`src/rtl/mem_wb_stage_pkg.sv`:
```
// mem_wb_stage_pkg
//   Shared constants and types for the MEM/WB pipeline register slice.
//   XLEN        : datapath width
//   REG_ADDR_W  : register address width
//   wb_sel_e    : writeback source select encodings
package mem_wb_stage_pkg;

  localparam int unsigned XLEN       = 32;
  localparam int unsigned REG_ADDR_W = 5;

  typedef enum logic [1:0] {
    WB_SEL_ALU = 2'b00,
    WB_SEL_MEM = 2'b01,
    WB_SEL_PC4 = 2'b10,
    WB_SEL_RSV = 2'b11
  } wb_sel_e;

endpackage

```
`src/rtl/mem_wb_stage_wb_value_mux.sv`:
```
// wb_value_mux
//   Writeback value select for the WB stage. Reserved encoding falls back
//   to the ALU result; an empty (bubble) stage drives zero so nothing stale
//   reaches the forwarding path.
//   sel_i   : registered writeback select
//   alu_i   : registered ALU result
//   rdata_i : registered load data
//   pc4_i   : registered PC+4
//   valid_i : WB stage holds a real instruction
//   value_o : register-file write data / forwarding source
module wb_value_mux
  import mem_wb_stage_pkg::*;
#(
  parameter int unsigned XLEN = mem_wb_stage_pkg::XLEN
) (
  input  wb_sel_e          sel_i,
  input  logic [XLEN-1:0]  alu_i,
  input  logic [XLEN-1:0]  rdata_i,
  input  logic [XLEN-1:0]  pc4_i,
  input  logic             valid_i,
  output logic [XLEN-1:0]  value_o
);

  always_comb begin
    value_o = '0;
    if (valid_i) begin
      unique case (sel_i)
        WB_SEL_MEM: value_o = rdata_i;
        WB_SEL_PC4: value_o = pc4_i;
        default:    value_o = alu_i;
      endcase
    end
  end

endmodule

```
`src/rtl/mem_wb_stage.sv`:
```
// mem_wb_stage
//   MEM/WB pipeline register plus writeback value select (RV32IM 5-stage).
//   Captures memory-stage results each edge; FLUSH_WB or MEM_BUSYWAIT load
//   a bubble instead. Async active-low reset.
//   Inputs : CLK, RESET, REG_WRITE_EN_MEM, WB_VALUE_SEL_MEM, MEM_READ_EN_MEM,
//            PC_4_MEM, ALU_RESULT, READ_DATA, REG_WRITE_ADDR_MEM,
//            MEM_BUSYWAIT, FLUSH_WB
//   Outputs: REG_WRITE_EN_WB, MEM_READ_EN_WB, REG_WRITE_ADDR_WB,
//            Wb_Select_Mux_Out, WB_VALID
//   Optional: MEMWB_PERF_CNT_EN adds INSTRET_CNT, LOAD_CNT, STALL_CNT.
module mem_wb_stage
  import mem_wb_stage_pkg::*;
#(
  parameter int unsigned XLEN       = mem_wb_stage_pkg::XLEN,
  parameter int unsigned REG_ADDR_W = mem_wb_stage_pkg::REG_ADDR_W
) (
  input  logic                  CLK,
  input  logic                  RESET,
  input  logic                  REG_WRITE_EN_MEM,
  input  logic [1:0]            WB_VALUE_SEL_MEM,
  input  logic                  MEM_READ_EN_MEM,
  input  logic [XLEN-1:0]       PC_4_MEM,
  input  logic [XLEN-1:0]       ALU_RESULT,
  input  logic [XLEN-1:0]       READ_DATA,
  input  logic [REG_ADDR_W-1:0] REG_WRITE_ADDR_MEM,
  input  logic                  MEM_BUSYWAIT,
  input  logic                  FLUSH_WB,
  output logic                  REG_WRITE_EN_WB,
  output logic                  MEM_READ_EN_WB,
  output logic [REG_ADDR_W-1:0] REG_WRITE_ADDR_WB,
  output logic [XLEN-1:0]       Wb_Select_Mux_Out,
  output logic                  WB_VALID
`ifdef MEMWB_PERF_CNT_EN
  ,
  output logic [31:0]           INSTRET_CNT,
  output logic [31:0]           LOAD_CNT,
  output logic [31:0]           STALL_CNT
`endif
);

  logic                  valid_q, valid_d;
  logic                  we_q,    we_d;
  logic                  mre_q,   mre_d;
  logic [REG_ADDR_W-1:0] addr_q,  addr_d;
  wb_sel_e               sel_q,   sel_d;
  logic [XLEN-1:0]       alu_q,   alu_d;
  logic [XLEN-1:0]       rdata_q, rdata_d;
  logic [XLEN-1:0]       pc4_q,   pc4_d;

  logic bubble;
  assign bubble = FLUSH_WB | MEM_BUSYWAIT;

  // Control fields clear on a bubble; data fields simply hold.
  always_comb begin
    valid_d = 1'b0;
    we_d    = 1'b0;
    mre_d   = 1'b0;
    addr_d  = '0;
    sel_d   = sel_q;
    alu_d   = alu_q;
    rdata_d = rdata_q;
    pc4_d   = pc4_q;
    if (!bubble) begin
      valid_d = 1'b1;
      we_d    = REG_WRITE_EN_MEM;
      mre_d   = MEM_READ_EN_MEM;
      addr_d  = REG_WRITE_ADDR_MEM;
      sel_d   = wb_sel_e'(WB_VALUE_SEL_MEM);
      alu_d   = ALU_RESULT;
      rdata_d = READ_DATA;
      pc4_d   = PC_4_MEM;
    end
  end

  always_ff @(posedge CLK or negedge RESET) begin
    if (!RESET) begin
      valid_q <= 1'b0;
      we_q    <= 1'b0;
      mre_q   <= 1'b0;
      addr_q  <= '0;
      sel_q   <= WB_SEL_ALU;
      alu_q   <= '0;
      rdata_q <= '0;
      pc4_q   <= '0;
    end else begin
      valid_q <= valid_d;
      we_q    <= we_d;
      mre_q   <= mre_d;
      addr_q  <= addr_d;
      sel_q   <= sel_d;
      alu_q   <= alu_d;
      rdata_q <= rdata_d;
      pc4_q   <= pc4_d;
    end
  end

  // x0 is never written; WB_VALID still reports the instruction.
  assign REG_WRITE_EN_WB   = we_q & (addr_q != '0);
  assign MEM_READ_EN_WB    = mre_q;
  assign REG_WRITE_ADDR_WB = addr_q;
  assign WB_VALID          = valid_q;

  wb_value_mux #(.XLEN(XLEN)) u_wb_value_mux (
    .sel_i   (sel_q),
    .alu_i   (alu_q),
    .rdata_i (rdata_q),
    .pc4_i   (pc4_q),
    .valid_i (valid_q),
    .value_o (Wb_Select_Mux_Out)
  );

`ifdef MEMWB_PERF_CNT_EN
  logic [31:0] instret_q, instret_d;
  logic [31:0] load_q,    load_d;
  logic [31:0] stall_q,   stall_d;

  always_comb begin
    instret_d = instret_q + 32'(!bubble);
    load_d    = load_q    + 32'(!bubble && MEM_READ_EN_MEM);
    stall_d   = stall_q   + 32'(MEM_BUSYWAIT && !FLUSH_WB);
  end

  always_ff @(posedge CLK or negedge RESET) begin
    if (!RESET) begin
      instret_q <= '0;
      load_q    <= '0;
      stall_q   <= '0;
    end else begin
      instret_q <= instret_d;
      load_q    <= load_d;
      stall_q   <= stall_d;
    end
  end

  assign INSTRET_CNT = instret_q;
  assign LOAD_CNT    = load_q;
  assign STALL_CNT   = stall_q;
`endif

endmodule

```
`config.mk`:
```
export PLATFORM = sky130hd
export DESIGN_NAME = mem_wb_stage
export DESIGN_NICKNAME = d
export VERILOG_FILES = /design/src/rtl/mem_wb_stage_pkg.sv /design/src/rtl/mem_wb_stage_wb_value_mux.sv /design/src/rtl/mem_wb_stage.sv
export SDC_FILE = /design/constraint.sdc
export NUM_CORES = 1
export LEC_CHECK = 0
export ABC_AREA = 1
export BUFFER_PORTS_ARGS = -buffer_cell sky130_fd_sc_hd__buf_2
export CELL_PAD_IN_SITES_DETAIL_PLACEMENT = 0
export CELL_PAD_IN_SITES_GLOBAL_PLACEMENT = 1
export CORE_ASPECT_RATIO = 1.75
export CORE_MARGIN = 3
export CORE_UTILIZATION = 39
export CTS_CLUSTER_DIAMETER = 120
export DETAILED_ROUTE_END_ITERATION = 6
export PLACE_DENSITY_LB_ADDON = 0.1
export SYNTH_ARGS = -nofsm -noshare
export SYNTH_HDL_FRONTEND = slang
export SYNTH_SLANG_ARGS = --single-unit
export TNS_END_PERCENT = 10
```
`constraint.sdc`:
```
create_clock -name CLK -period 3.1 [get_ports CLK]
set_clock_uncertainty 0.15 [all_clocks]
set_input_delay 0.62 -clock CLK [delete_from_list [all_inputs] [get_ports CLK]]
set_output_delay 0.62 -clock CLK [all_outputs]
set_load 0.01 [all_outputs]
```
==> out/qor.yml <==
path_buf_inv: 3
die_area_mm2: 0.0139
critPathMaxFanout: 33
wl_met1_mm: 5.50
crit_arrival_ps: 1960
grt_max_degree: 63
status: "completed"
setup_tns_ps: 0
drc: 0
avgViaCountPerCell: 4.58
area_growth_pct: 22.9
cts_sinks: 106
wl_met3_um: 665
synth.avg_cell_area_um2: 7.45
synth.area.top_cells: "dfrtp_1 (54%), nand2_1 (30%), nor2_1 (5.6%), o21ai_0 (2.9%), buf_2 (1.5%)"
crit_family: "buffers and inverters"
place.port_buffers: 148
final_util: 0.494
yosys.area.top_type_share: 0.544
fin_crit_sh: 0.881
path_clk_slew_ps: 70
ant_nets: 0
hp-class: "in2async"
first_global_vias: 4425
synth_nets: 766
dp_slack_ps: 696
period_needed_ps: 2730
cts_tree: "yes"
syn_inst: 655
cts_buffers: 9
fin_cells: 958
antenna_found_initial: 0
post-cts-setup-buffers: 0
ys_seq_area_frac: 0.544
ios: 149
maxUsedRoutingLayer: "met4"
drt_wl_total_mm: 13.1
initial_core_util: 0.402
drv_slew: 0
tightest_slew_ps: 701
worstSetupStartpointType: "flip-flop"
yosys_register_bits: 106
cpPeakStageDelay_ps: 440
relSlewSlack: 0.532
crit_chain: "inv_1 > ha_1 > inv_2 > o21ai_0 > nor2_1 > buf_2"
drtPass1Iterations: 4
core_region_area_mm2: 0.0121
synth_area_mm2: 0.00488
setup_ws_ps: 369
vdd.ir_drop.worst_uv: 295
ctsHoldBuffers: 0
synth_edf_count: 0
rsz0062_at_grt: "no"
fin_nets: 901
route.met2.wl_mm: 6.69
place.gp.congestion: 0.778
critPathKind: "reg2out"
wl_per_cell_um: 13.7
overflow: 0
dp_hpwl_mm: 8.98
grt_first_pass_wirelength_mm: 21.9
leakage_nw: 3.50
synth_cell_types: 14
max-cap-violations: 0
timing_hold_violations_final: 0
dp_cells: 944
htree_levels: 3
drt_iter0_markers: 260
vias: 4386
insertion_delay_ps: 340
antennaDiodeCount: 0
powerDensity_mw_per_mm2: 574
final_layout_size_suffix_gt1_frac: 0.224
cts_max_path_buffers: 2
die_x_um: 90.5
end_kind: "primary output"
die_y_um: 154
cts_resized: 0
synth-main-ff-cell: "dfrtp_1"
rows: 53
yosysTopAreaCell: "dfrtp_1"
clk_root_buffer_cell: "clkbuf_16"
slowest_stage: "inv_2"
ys_async_sr_fraction: 1.00
grt_usage: 0.196
yosysWarnings: 0
final-setup-viol-count: 0
fmax_ghz: 0.366
cp.required_ps: 2330
[worst paths after layout]
kind	from	end	slack, ps	depth (start not counted)
max reg2reg	sel_q[0]$_DFFE_PN0P_	sel_q[0]$_DFFE_PN0P_	2250	2
min reg2reg	alu_q[22]$_DFFE_PN0P_	alu_q[22]$_DFFE_PN0P_	320	2
max in group asynchronous	RESET	pc4_q[6]$_DFFE_PN0P_	1990	2
min in group CLK	alu_q[22]$_DFFE_PN0P_	alu_q[22]$_DFFE_PN0P_	320	2
max	sel_q[0]$_DFFE_PN0P_	Wb_Select_Mux_Out[4]	370	6
min	RESET	alu_q[24]$_DFFE_PN0P_	120	1
[worst reg2reg max path, stage by stage (launching register included)]
cell	delay [ps]
dfrtp_1	380
inv_1	80
o21ai_0	100
[stage by stage]
stage          instance area, um^2  power, mW  hold slack (ps)
4_1_cts                       6000       3.49              137
3_3_place_gp                  5700       2.33              298
3_5_place_dp                  5700       2.35              304
2_1_floorplan                 4880       2.06              174
6_report                      6000       3.44              120
5_1_grt                       6000       3.67              155
[sequential cells by signal, summed over array words and instances, names as in the netlist]
register           cells
MEM_READ_EN_WB         1
alu_q                 32
we_q                   1
WB_VALID               1
rdata_q               32
sel_q                  2
pc4_q                 32
REG_WRITE_ADDR_WB      5
[power by group]
part | switching, mW | total, mW | internal, mW
registers | 0.0891 | 1.64 | 1.55
clock network | 0.494 | 1.13 | 0.641
logic | 0.428 | 0.670 | 0.242
total | 1.01 | 3.44 | 2.43
[Yosys cell counts, types with 2 or more instances]
library cell / number
buf_2: 15
dfrtp_1: 106
ha_1: 2
clkbuf_1: 6
o21ai_1: 6
buf_6: 6
o21ai_0: 28
buf_4: 10
inv_2: 2
nor2_1: 73
inv_1: 12
nand2_1: 387
[cell usage in the layout (no fill, tap or decap), drive strengths merged]
| cell type | netlist | layout |
|---|---|---|
| bufinv | 0 | 1 |
| nand3 | 1 | 1 |
| clkinvlp | 0 | 2 |
| inv | 14 | 13 |
| nor2 | 74 | 74 |
| dfrtp | 106 | 106 |
| o21ai | 34 | 34 |
| clkbuf | 6 | 10 |
| ha | 2 | 2 |
| nand2 | 387 | 387 |
| clkinv | 0 | 2 |
| buf | 31 | 161 |
[layout make-up]
cell class | instances | area, um^2
Clock buffer | 10 | 239
Clock inverter | 4 | 53.8
Fill cell | 1274 | 6140
Inverter | 14 | 53.8
Multi-Input combinational cell | 498 | 1940
Sequential cell | 106 | 2650
Tap cell | 165 | 206
Timing Repair Buffer | 161 | 853
[per-layer routing]
metal  vias up  GRT usage
met5         -          0
met1      2022      0.242
li1       2230          -
met2       121      0.335
met4         0     0.0665
met3        13     0.0450
[cell families after synthesis]
family          after synthesis  share of synthesized area
fa+ha+maj                     2                    0.00513
buf+inv                      51                     0.0600
flops                       106                      0.544
simple gates                462                      0.356
compound gates               34                     0.0349
(Power assumes the default switching activity.)
